File: src/rtl/fifo_serializer_if.sv
// Slice stream from the FIFO serializer to its downstream consumer.
// Valid/ready handshake carrying one OUT_WIDTH slice per transfer.
interface fifo_serializer_if #(
    parameter int OUT_WIDTH = 8
);
    logic                 valid_o;
    logic                 ready_i;
    logic [OUT_WIDTH-1:0] data_o;

    modport master (
        output valid_o,
        output data_o,
        input  ready_i
    );

    modport slave (
        input  valid_o,
        input  data_o,
        output ready_i
    );
endinterface

File: src/rtl/fifo_serializer.sv
// Pops FIFO words and streams them out as OUT_WIDTH slices, bubble-free.
// Define FIFO_SER_MSB_FIRST_EN to send slices MSB-first (default LSB-first).
module fifo_serializer #(
    parameter int DATA_WIDTH = 64,
    parameter int OUT_WIDTH  = 8
) (
    input  logic                  clk,
    input  logic                  rst,
    input  logic                  flush_i,
    input  logic [DATA_WIDTH-1:0] fifo_data_i,
    input  logic                  fifo_empty_i,
    output logic                  fifo_pop_o,
    output logic                  busy_o,
    fifo_serializer_if.master     s
);
    localparam int NSLICES  = DATA_WIDTH / OUT_WIDTH;
    localparam int CntWidth = (NSLICES > 1) ? $clog2(NSLICES) : 1;
    localparam logic [CntWidth-1:0] LastCnt = CntWidth'(NSLICES - 1);

    typedef enum logic {
        S_IDLE,
        S_SHIFT
    } state_t;

    state_t                r_state;
    logic [DATA_WIDTH-1:0] r_sreg;
    logic [CntWidth-1:0]   r_cnt;

    logic                  w_busy;
    logic                  w_last;
    logic                  w_xfer;
    logic                  w_pop;
    logic [OUT_WIDTH-1:0]  w_slice;
    logic [DATA_WIDTH-1:0] w_shifted;

    assign w_busy = (r_state == S_SHIFT);
    assign w_last = (r_cnt == LastCnt);
    assign w_xfer = w_busy && s.ready_i;

    // Pop when idle, or on the last slice so the next word follows with no bubble.
    assign w_pop = !rst && !flush_i && !fifo_empty_i &&
                   (!w_busy || (w_xfer && w_last));

`ifdef FIFO_SER_MSB_FIRST_EN
    assign w_slice   = r_sreg[DATA_WIDTH-1 -: OUT_WIDTH];
    assign w_shifted = r_sreg << OUT_WIDTH;
`else
    assign w_slice   = r_sreg[OUT_WIDTH-1:0];
    assign w_shifted = r_sreg >> OUT_WIDTH;
`endif

    assign fifo_pop_o = w_pop;
    assign busy_o     = w_busy;
    assign s.valid_o  = w_busy;
    assign s.data_o   = w_busy ? w_slice : '0;

    always_ff @(posedge clk) begin
        if (rst) begin
            r_state <= S_IDLE;
            r_sreg  <= '0;
            r_cnt   <= '0;
        end else if (flush_i) begin
            r_state <= S_IDLE;
            r_cnt   <= '0;
        end else if (w_pop) begin
            r_sreg  <= fifo_data_i;
            r_cnt   <= '0;
            r_state <= S_SHIFT;
        end else if (w_xfer) begin
            if (w_last) begin
                r_state <= S_IDLE;
            end else begin
                r_cnt  <= r_cnt + CntWidth'(1);
                r_sreg <= w_shifted;
            end
        end
    end
endmodule

File: src/flat_wrapper.sv
// flat-port wrapper written by rule: the top's interface ports become plain ports
module fifo_serializer_flat 
#(
    parameter int DATA_WIDTH = 64,
    parameter int OUT_WIDTH  = 8
)
  (clk, rst, flush_i, fifo_data_i, fifo_empty_i, fifo_pop_o, busy_o, s_valid_o, s_data_o, s_ready_i);
  fifo_serializer_if #(.OUT_WIDTH(OUT_WIDTH)) s_i ();
  input  logic clk;
  input  logic rst;
  input  logic flush_i;
  input  logic [DATA_WIDTH-1:0] fifo_data_i;
  input  logic fifo_empty_i;
  output logic fifo_pop_o;
  output logic busy_o;
  output wire logic [$bits(s_i.valid_o)-1:0] s_valid_o;
  output wire logic [$bits(s_i.data_o)-1:0] s_data_o;
  input wire logic [$bits(s_i.ready_i)-1:0] s_ready_i;
  assign s_valid_o = s_i.valid_o;
  assign s_data_o = s_i.data_o;
  assign s_i.ready_i = s_ready_i;
  fifo_serializer #(.DATA_WIDTH(DATA_WIDTH), .OUT_WIDTH(OUT_WIDTH)) u_core (.clk(clk), .rst(rst), .flush_i(flush_i), .fifo_data_i(fifo_data_i), .fifo_empty_i(fifo_empty_i), .fifo_pop_o(fifo_pop_o), .busy_o(busy_o), .s(s_i));
endmodule
File: config.mk
export PLATFORM = sky130hd
export DESIGN_NAME = fifo_serializer_flat
export DESIGN_NICKNAME = d
export VERILOG_FILES = /design/src/rtl/fifo_serializer_if.sv /design/src/rtl/fifo_serializer.sv /design/src/flat_wrapper.sv
export SDC_FILE = /design/constraint.sdc
export NUM_CORES = 1
export LEC_CHECK = 0
export ABC_CLOCK_PERIOD_IN_PS = 2200
export CAP_MARGIN = 20
export CORE_ASPECT_RATIO = 0.9
export CORE_MARGIN = 2
export CORE_UTILIZATION = 43
export CTS_CLUSTER_DIAMETER = 100
export DETAILED_ROUTE_END_ITERATION = 8
export MAX_ROUTING_LAYER = met4
export PLACE_DENSITY_LB_ADDON = 0.15
export SYNTH_ARGS = -nofsm -noshare
export SYNTH_HDL_FRONTEND = slang
export SYNTH_SLANG_ARGS = --single-unit
File: constraint.sdc
create_clock -name clk -period 2.2 [get_ports clk]
set_input_delay 0.55 -clock clk [delete_from_list [all_inputs] [get_ports clk]]
set_output_delay 0.55 -clock clk [all_outputs]
set_load 0.05 [all_outputs]
After elaboration in Yosys (flattened, before gate mapping)
Index checks and enable logic that the tools add are counted.

Register bits: 68. Output and inout port bits: 11. Bits of input ports: 69.

Reductions and logical operators: 17. Muxes and demuxes: 7. Eq/ne operators: 2. Bitwise operators: 2. Add/subtract/negate cells: 1.

Operators with widths (count): $mux 64 (3); $mux 8 (1); $logic_and 1x1->1 (5); $logic_not 1->1 (4); $reduce_and 2->1 (2); $reduce_bool 2->1 (2); $add 3x1->3 const B (1); $eq 3x3->1 const B (1); $mux 1 (3); $reduce_and 3->1 (1); $reduce_or 3->1 (1); $ne 2x2->1 const B (1); $not 1->1 (2); $reduce_or 2->1 (1); $logic_or 1x1->1 (1).

Depth between registers and ports, before layout
Depth after elaboration: 6. Gate-level depth with buffers: 9. Gate-level depth less buffers: 7.

Worst setup path after synthesis
OpenSTA, ideal clock, no wires.

Kind: register to output. Start point: register u_core.r_cnt[0]. End point: output fifo_pop_o. Setup slack: 203 ps. Stages on the path, launching flop included: 8. Data required time: 1650 ps. Path buffers: 2. Arrival: 1447 ps. Cells stage by stage: dfxtp_1 ha_1 ha_1 a21bo_2 nand2_2 inv_2 buf_6 buf_2.

Word-level cells in the longest chain between the ends: 4.

RTL lines: start, declared (line fifo_serializer.sv:27) `logic [CntWidth-1:0] r_cnt;`; start signal, assigned (line fifo_serializer.sv:73) `r_cnt <= r_cnt + CntWidth'(1);`; $eq 3x3->1 (line fifo_serializer.sv:37) `assign w_last = (r_cnt == LastCnt);`; $logic_and 1x1->1 (line fifo_serializer.sv:42) `(!w_busy || (w_xfer && w_last));`; $logic_or 1x1->1 (line fifo_serializer.sv:42); $logic_and 1x1->1 (line fifo_serializer.sv:41) `assign w_pop = !rst && !flush_i && !fifo_empty_i &&`; end, declared (line flat_wrapper.sv:14) `output logic fifo_pop_o;`.

Every way passes these cells.

Worst setup path in the final report
Start point: input flush_i. End point: output fifo_pop_o.

Word-level cells in the longest chain between the ends: 4.

RTL lines: start, declared (line flat_wrapper.sv:11) `input logic flush_i;`; $logic_not 1->1 (line fifo_serializer.sv:41); $logic_and 1x1->1 (3 in a row) (line fifo_serializer.sv:41).

Every way passes these cells.

==> reports/results.ini <==
[die]
core_area_um2 = 7540
fp.dieH_um = 87.6
io_pins = 80
die_w_um = 96.9
fp-row-count = 30
start_util = 0.443
die_area_um2 = 8490

[outcome]
run_status = completed

[logic_synthesis]
netlist_top_cells_area = dfxtp_1 41%, a211oi_2 19%, nor2_1 7.3%
ys_seq_area_frac = 0.407
syn_nets = 442
ys_warn_count = 0
syn-cell-area_um2 = 3340
synth_cell_types = 25
synth_top_cell_area_share = 0.407
yosys.area.top_type = dfxtp_1
synth-seq-cells = 68
synth_area_per_cell_um2 = 9.01
synthCells = 371

[routing]
num_vias = 2834
wl_per_cell_um = 14.3
drt-total-wl_um = 7700
first_pass_iters = 4
vias_per_cell = 5.28
drt-initial-drc-count = 135
antenna_left = 0
route.detailed.drc = 0

[min_path]
hold_path.class = flop to flop
holdPathEnd = u_core.r_sreg[33]$_SDFFE_PP0P_
min_path_cells = 2
hp-start = u_core.r_sreg[41]$_SDFFE_PP0P_

[setup_path]
critical_path.max_fanout = 3
cp.required_ps = 1650
crit_type = input pin to primary output
critPathLaunchType = input pin
r2r_cells = 8
critPathArrivalTime_ps = 1590
r2r_setup_slack_ps = 430
cp-end-kind = primary output
r2r-end = u_core.r_sreg[31]$_SDFFE_PP0P_
r2r_start = u_core.r_cnt[0]$_SDFFE_PP0P_
startpoint = flush_i

[power_and_ir_drop]
power_frac_seq = 0.431
max-vdd-ir-drop_v = 0.000423
combPwrFrac = 0.166
totalPowerFinal_w = 0.00312
switching_share = 0.250
p_sw_w = 0.000781
clockPowerShare = 0.403
intPower_w = 0.00234
power_density_nw_per_um2 = 711
cellLeakagePower_nw = 1.55

[clock_tree]
postCtsSetupBuffers = 0
cts_root_buffer = clkbuf_8
worstSkewPairLatency_ps = 330
clock_sinks = 68
ctsLongestPathBuffers = 2
h-tree-depth = 3
cts_buffers = 9
cts_tree = yes
clkTransAtPathRegs_ps = 70

[placed_design]
dp.final_hpwl_um = 5120
io_buffers = 79
placed_cell_area_um2 = 4130
gp_congestion = 0.748

[timing]
setup_viol = 0
fin_crit_sh = 0.971
rsz0062_at_grt = false
timing.setup.tns_ps = 0
worstMarginPinSlew_ps = 980
final_hold_viol_count = 0
fin_crit_ps = 2140
hold_slack_ps = 461
relSlewSlack = 0.347
fmax_mhz = 468
skew_ps = 4.63
drv_slew = 0

[final_layout]
diodes = 0
layout_common_cells = 67 x clkdlybuf4s50_1, 67 x dfxtp_1, 65 x nor2_1
drive_gt1_frac = 0.247
final_cell_area_um2 = 4390
nets = 507
area_growth_pct = 31.4

[grt]
grt_pass1_wl_um = 13000
overflow = 0
grt_pass1_vias = 2697
grt_antenna_before_repair = 0
gr-usage-all-layers = 0.195
grt_max_degree = 65

[job]
cap_viol_max_count = 0

==> cell usage after synthesis <==
cell / n
inv_2: 1
nor3_1: 4
clkbuf_1: 12
and2_1: 8
nor2b_4: 1
ha_1: 2
a22oi_1: 8
a211oi_2: 52
o221ai_4: 1
xor2_1: 1
buf_2: 5
dfxtp_1: 68
buf_6: 14
a211oi_1: 4
inv_1: 2
mux2i_1: 2
a21bo_2: 1
or2_2: 1
nor2_1: 65
nand2_1: 57
buf_4: 3
a21oi_1: 47
a21oi_2: 10
nand2_2: 1
o221a_2: 1
==> power by group through the flow <==
stage                     Clock (W)  Combinational (W)  Sequential, W
after floorplan                   0           0.000335        0.00136
after global placement            0           0.000514        0.00137
after detailed placement          0           0.000520        0.00137
after CTS                   0.00129           0.000523        0.00135
after global routing        0.00136           0.000570        0.00135
final                       0.00126           0.000520        0.00135
==> worst max-delay path by stage <==
stage,endpoint,slack (ps)
floorplan,fifo_pop_o,200
global placement,u_core.r_sreg[12]$_SDFFE_PP0P_,30
detailed placement,u_core.r_sreg[10]$_SDFFE_PP0P_,-40
CTS,fifo_pop_o,2
global route,fifo_pop_o,4
finish,fifo_pop_o,60
==> worst max-delay path, cell delays in order <==
cell and delay, ps:
clkdlybuf4s50_1 450, nor3_2 250, nand2_4 100, inv_4 90
buf_12 130
==> timing repair <==
action / in CTS / in global routing
pin swaps: 0 / 2
cloned: 0 / 0
resized for setup: 1 / 4
setup endpoints to repair: 1 / 1
hold buffers: 0 / 0
==> logic make-up (layout without fill, tap and decap cells) <==
family | after synthesis | after routing | synth area share
adder cells (fa/ha/maj) | 2 | 2 | 0.00749
XOR/XNOR | 1 | 1 | 0.00262
buffers and inverters | 37 | 107 | 0.0782
AO/OA/AOI/OAI | 124 | 124 | 0.332
AND/OR/NAND/NOR | 137 | 137 | 0.166
flip-flops | 68 | 68 | 0.407
multiplexers | 2 | 2 | 0.00599
==> sequential cells by signal (all words and copies together), names as in the netlist <==
register	count
u_core.r_sreg	64
u_core.busy_o	1
u_core.r_cnt	3
==> through the flow <==
step | setup WS, ps | util | instances
global route | 4.05 | 0.582 | 537
detailed placement | -42.1 | 0.547 | 521
floorplan | 203 | - | 371
global placement | 27.1 | 0.547 | 521
CTS | 2.26 | 0.580 | 537
finish | 64.8 | 0.582 | 537
==> cell type report <==
type,count,area [um2]
clock buffers,10,138
well taps,96,120
flip-flops and latches,68,1360
inverters,3,13.8
multi-input cells,266,1730
repair buffers,88,916
clock inverters,6,111
fillers,691,3150
==> per-layer routing <==
| metal | vias up | track usage | wire [um] | share of wire |
|---|---|---|---|---|
| met4 | 0 | 0.0576 | 76 | 0.0099 |
| met1 | 1335 | 0.245 | 3710 | 0.48 |
| met2 | 68 | 0.311 | 3580 | 0.46 |
| met5 | - | - | 0 | 0 |
| li1 | 1423 | - | - | - |
| met3 | 8 | 0.0511 | 329 | 0.043 |
Note: power is estimated with default switching activity, not from simulation.
